**src/rtl/dna_reader.sv**
```systemverilog
// rtl/dna_reader.sv - DNA_PORT controller: serially reads the device identifier and presents it in parallel
module dna_reader #(
    parameter int DnaWidth = 57,
    parameter int ClkDiv   = 1
) (
    input  logic                clk_i,
    input  logic                rst_i,
    input  logic                start_i,
    output logic                busy_o,
    output logic                valid_o,
    output logic [DnaWidth-1:0] dna_o,
    output logic                dna_clk_o,
    output logic                dna_read_o,
    output logic                dna_shift_o,
    output logic                dna_din_o,
    input  logic                dna_dout_i
);

    localparam int PhW  = (ClkDiv > 1) ? $clog2(ClkDiv) : 1;
    localparam int CntW = $clog2(DnaWidth + 1);

    typedef enum logic [1:0] {IDLE, LOAD, SHIFT} state_t;

    state_t              r_state;
    logic [PhW-1:0]      r_phase;
    logic [CntW-1:0]     r_cnt;
    logic [DnaWidth-1:0] r_sr;
    logic [DnaWidth-1:0] r_dna;
    logic                r_busy;
    logic                r_valid;
    logic                r_dclk;
    logic                r_read;
    logic                r_shift;
    logic                r_din;

    logic                w_wrap;
    logic                w_last;
    logic [DnaWidth-1:0] w_sr_next;

    assign w_wrap    = (r_phase == PhW'(ClkDiv - 1));
    assign w_last    = (r_cnt == CntW'(DnaWidth - 1));
    assign w_sr_next = {r_sr[DnaWidth-2:0], dna_dout_i};

    always_ff @(posedge clk_i) begin
        if (rst_i) begin
            r_state <= IDLE;
            r_phase <= '0;
            r_cnt   <= '0;
            r_sr    <= '0;
            r_dna   <= '0;
            r_busy  <= 1'b0;
            r_valid <= 1'b0;
            r_dclk  <= 1'b0;
            r_read  <= 1'b0;
            r_shift <= 1'b0;
            r_din   <= 1'b0;
        end else begin
            r_din <= 1'b0;
            case (r_state)
                IDLE: begin
                    if (start_i) begin
                        r_state <= LOAD;
                        r_busy  <= 1'b1;
                        r_valid <= 1'b0;
                        r_read  <= 1'b1;
                        r_phase <= '0;
                        r_cnt   <= '0;
                        r_sr    <= '0;
                    end
                end
                default: begin
                    if (w_wrap) begin
                        r_phase <= '0;
                        r_dclk  <= ~r_dclk;
                        // DOUT is sampled on our falling edge, half a period after the primitive updated it
                        if (r_dclk) begin
                            r_sr  <= w_sr_next;
                            r_cnt <= r_cnt + 1'b1;
                            if (r_state == LOAD) begin
                                r_state <= SHIFT;
                                r_read  <= 1'b0;
                                r_shift <= 1'b1;
                            end
                            if (w_last) begin
                                r_state <= IDLE;
                                r_shift <= 1'b0;
                                r_dclk  <= 1'b0;
                                r_dna   <= w_sr_next;
                                r_valid <= 1'b1;
                                r_busy  <= 1'b0;
                            end
                        end
                    end else begin
                        r_phase <= r_phase + 1'b1;
                    end
                end
            endcase
        end
    end

    assign busy_o      = r_busy;
    assign valid_o     = r_valid;
    assign dna_o       = r_dna;
    assign dna_clk_o   = r_dclk;
    assign dna_read_o  = r_read;
    assign dna_shift_o = r_shift;
    assign dna_din_o   = r_din;

endmodule

```
**config.mk**
```make
export PLATFORM = sky130hd
export DESIGN_NAME = dna_reader
export DESIGN_NICKNAME = d
export VERILOG_FILES = /design/src/rtl/dna_reader.sv
export SDC_FILE = /design/constraint.sdc
export NUM_CORES = 1
export LEC_CHECK = 0
export ABC_CLOCK_PERIOD_IN_PS = 2210
export BUFFER_PORTS_ARGS = -buffer_cell sky130_fd_sc_hd__clkbuf_2
export CAP_MARGIN = 20
export CORE_MARGIN = 2
export CORE_UTILIZATION = 50
export CTS_CLUSTER_DIAMETER = 50
export DETAILED_ROUTE_END_ITERATION = 8
export PLACE_DENSITY_LB_ADDON = 0.2
export SLEW_MARGIN = 20
export SYNTH_ARGS = -nofsm -noshare
export SYNTH_HDL_FRONTEND = slang
export SYNTH_SLANG_ARGS = --single-unit
```
**constraint.sdc**
```tcl
create_clock -name clk_i -period 2.21 [get_ports clk_i]
set_clock_uncertainty 0.2 [all_clocks]
set_input_delay 0.442 -clock clk_i [delete_from_list [all_inputs] [get_ports clk_i]]
set_output_delay 0.442 -clock clk_i [all_outputs]
set_load 0.02 [all_outputs]
```
==> impl_metrics.py <==
metrics = {
    "status": {
        "status": "finished, final reports clean",
    },
    "clock_network": {
        "path_clk_slew_ns": 0.06,
        "clock-root-buffer": "clkbuf_8",
        "cts_tree": "built",
        "cts_htree_levels": 4,
        "ctsResizeCount": 0,
        "clock-sinks": 126,
        "cts_setup_buffers": 0,
        "numCtsBuffers": 17,
        "clock_latency_ns": 0.50,
        "clockBufferDepth": 2,
    },
    "min_path": {
        "min_delay_path_depth": 2,
        "hold_start": "rst_i",
        "hp-class": "in -> reg",
        "whs_endpoint": "r_sr[8]",
    },
    "worst_setup_path": {
        "regToRegStartpoint": "r_state[1]",
        "cp-end-kind": "flip-flop",
        "critPathMaxFanout": 50,
        "r2r-end": "r_sr[6]",
        "critPathRequiredTime_ns": 2.44,
        "worstSetupStartpoint": "r_state[1]",
        "start_kind": "flip-flop",
        "cp.arrival_ns": 2.14,
        "reg2reg_depth": 5,
        "rrSetupSlack_ns": 0.30,
        "crit_type": "reg -> reg",
    },
    "grt": {
        "antenna_found_initial": 0,
        "grt_overflow": 0,
        "grt_pass1_wl_mm": 16.8,
        "grt_pass1_vias": 3749,
        "gr-usage-all-layers": 0.183,
        "grt_max_degree": 74,
    },
    "floorplanning": {
        "fp.dieH_um": 105,
        "coreArea_um2": 10100,
        "die_w_um": 105,
        "die-area_um2": 11100,
        "ios": 67,
        "num_rows": 37,
        "initial_core_util": 0.507,
    },
    "sta": {
        "tightest_slew_ns": 0.516,
        "finalSetupViolations": 0,
        "rsz0062_at_grt": "false",
        "maxSlewHeadroom": 0.656,
        "setup_tns_ns": 0,
        "hold_violations": 0,
        "min_period_ns": 1.91,
        "maxSlewViolCount": 0,
        "fin_crit_sh": 0.864,
        "fmax_ghz": 0.524,
    },
    "synthesis": {
        "syn_area_per_cell_um2": 9.02,
        "ys_seq_area_frac": 0.491,
        "synth_top_area_share": 0.491,
        "synthesis.area_um2": 5140,
        "synth_area_leaders": "dfxtp_1 (49%), nand2b_1 (14%), mux2i_1 (12%)",
        "yosysMostFrequentCell": "dfxtp_1",
        "synth_common_cells": "dfxtp_1 (126), nand2b_1 (115), a21oi_1 (63), mux2i_1 (61), nand2_1 (61)",
        "synth_cell_types": 29,
        "synth_nets": 576,
        "yosys_warnings": 0,
        "synth_cells": 570,
        "ys_seq_elements": 126,
        "synth_edf_count": 0,
        "yosysTopAreaCell": "dfxtp_1",
        "synthFlopType": "dfxtp_1",
        "async_flop_share": 0,
    },
    "finish": {
        "area_growth_pct": 19.2,
        "final_cells": 766,
        "final_util": 0.605,
        "antenna_cells": 0,
        "final_net_count": 623,
        "drive_above_1_share": 0.179,
    },
    "run": {
        "drv_cap": 0,
    },
    "power_and_ir_drop": {
        "p_leak_nw": 2.08,
        "p_per_area_nw_per_um2": 819,
        "total_power_mw": 5.02,
        "peakVddDrop_mv": 0.567,
    },
    "routing": {
        "viasPerCell": 5.06,
        "wl_per_cell_um": 12.3,
        "firstDrtPassIters": 4,
        "drc": 0,
        "drt_iter0_drc": 154,
        "vias": 3877,
        "wl_mm": 9.43,
        "ant_nets": 0,
    },
    "place": {
        "io_buffer_count": 65,
        "gp_congestion": 0.654,
        "dp_hpwl_mm": 5.92,
        "dp_cells": 733,
    },
}
==> critical path, stage by stage (launching register included) <==
cell and delay [ns]:
dfxtp_1 0.41, o21ai_4 0.22, buf_4 0.21, buf_4 0.46, nand3_1 0.15, a21oi_1 0.17
==> worst max path at each step <==
| stage | endpoint | slack, ns | cells after the start |
|---|---|---|---|
| 2_1_floorplan | dna_o[48] | 0.29 | 5 |
| 5_1_grt | r_sr[42] | 0.15 | 5 |
| 3_5_place_dp | r_cnt[3] | 0.27 | 5 |
| 6_report | r_sr[6] | 0.30 | 5 |
| 4_1_cts | dna_o[0] | 0.29 | 4 |
| 3_3_place_gp | r_cnt[3] | 0.29 | 5 |
==> flip-flops by register name, summed over array words and instances, names as in the netlist <==
register	flops
busy_o	1
dna_clk_o	1
dna_o	57
valid_o	1
r_sr	56
dna_shift_o	1
dna_read_o	1
r_state	2
r_cnt	6
==> metal layers <==
layer | up-vias | track usage | wire length (um)
met5 | - | 0 | 0
met4 | 0 | 0.0600 | 53
met3 | 4 | 0.0538 | 338
met2 | 63 | 0.301 | 4540
met1 | 1810 | 0.229 | 4500
li1 | 2000 | - | -
==> cells in the final DEF (no fill, tap or decap), drive strengths merged <==
cell type,instances
or3,4
conb,1
nand2b,115
o21ai,3
or3b,1
inv,3
buf,15
nand2,61
a311oi,1
nor3b,1
a211oi,2
o2111ai,1
nand3,59
nor2,1
clkbuf,84
nand3b,4
or4,1
nor3,4
o31ai,1
dfxtp,126
mux2i,61
ha,2
o21a,1
clkinv,8
bufinv,1
clkinvlp,3
dlygate4sd3,1
nor4,1
o22ai,1
a21oi,63
==> report_power, final <==
| group | leakage (nW) | internal [mW] | total, mW | switching (mW) |
|---|---|---|---|---|
| sequential | 1.02 | 2.29 | 2.31 | 0.0210 |
| clock | 0.260 | 1.50 | 2.45 | 0.945 |
| combinational | 0.808 | 0.0940 | 0.267 | 0.173 |
| total | 2.08 | 3.88 | 5.02 | 1.14 |
==> timing repair <==
| item | in CTS | in global routing |
|---|---|---|
| endpoints found under the setup margin | 0 | 0 |
| endpoints found under the hold margin | 1 | 0 |
| hold buffers | 1 | 0 |
==> kinds of logic (layout without fill, tap and decap cells) <==
family | Yosys count | count (layout) | share of synthesized area
other | 1 | 1 | 0.000729
flip-flops | 126 | 126 | 0.491
buffers and inverters | 55 | 115 | 0.0455
AO/OA/AOI/OAI | 73 | 73 | 0.0754
multiplexers | 61 | 61 | 0.119
adder cells (fa/ha/maj) | 2 | 2 | 0.00487
AND/OR/NAND/NOR | 252 | 252 | 0.264
==> metrics by stage <==
stage / hold WS [ns] / area (um2) / worst slack, ns
finish: 0.111 / 6130 / 0.300
global route: 0.100 / 6130 / 0.146
CTS: 0.0895 / 6130 / 0.290
detailed placement: 0.261 / 5590 / 0.271
global placement: 0.254 / 5590 / 0.289
floorplan: 0.246 / 5140 / 0.292
==> area by class of cell <==
class	instances	area (um2)
Clock inverter	12	96.3
Fill cell	897	4010
Timing Repair Buffer	80	493
Sequential cell	126	2520
Multi-Input combinational cell	389	2400
Inverter	3	11.3
Tap cell	136	170
Clock buffer	20	435
(Power assumes the default switching activity.)
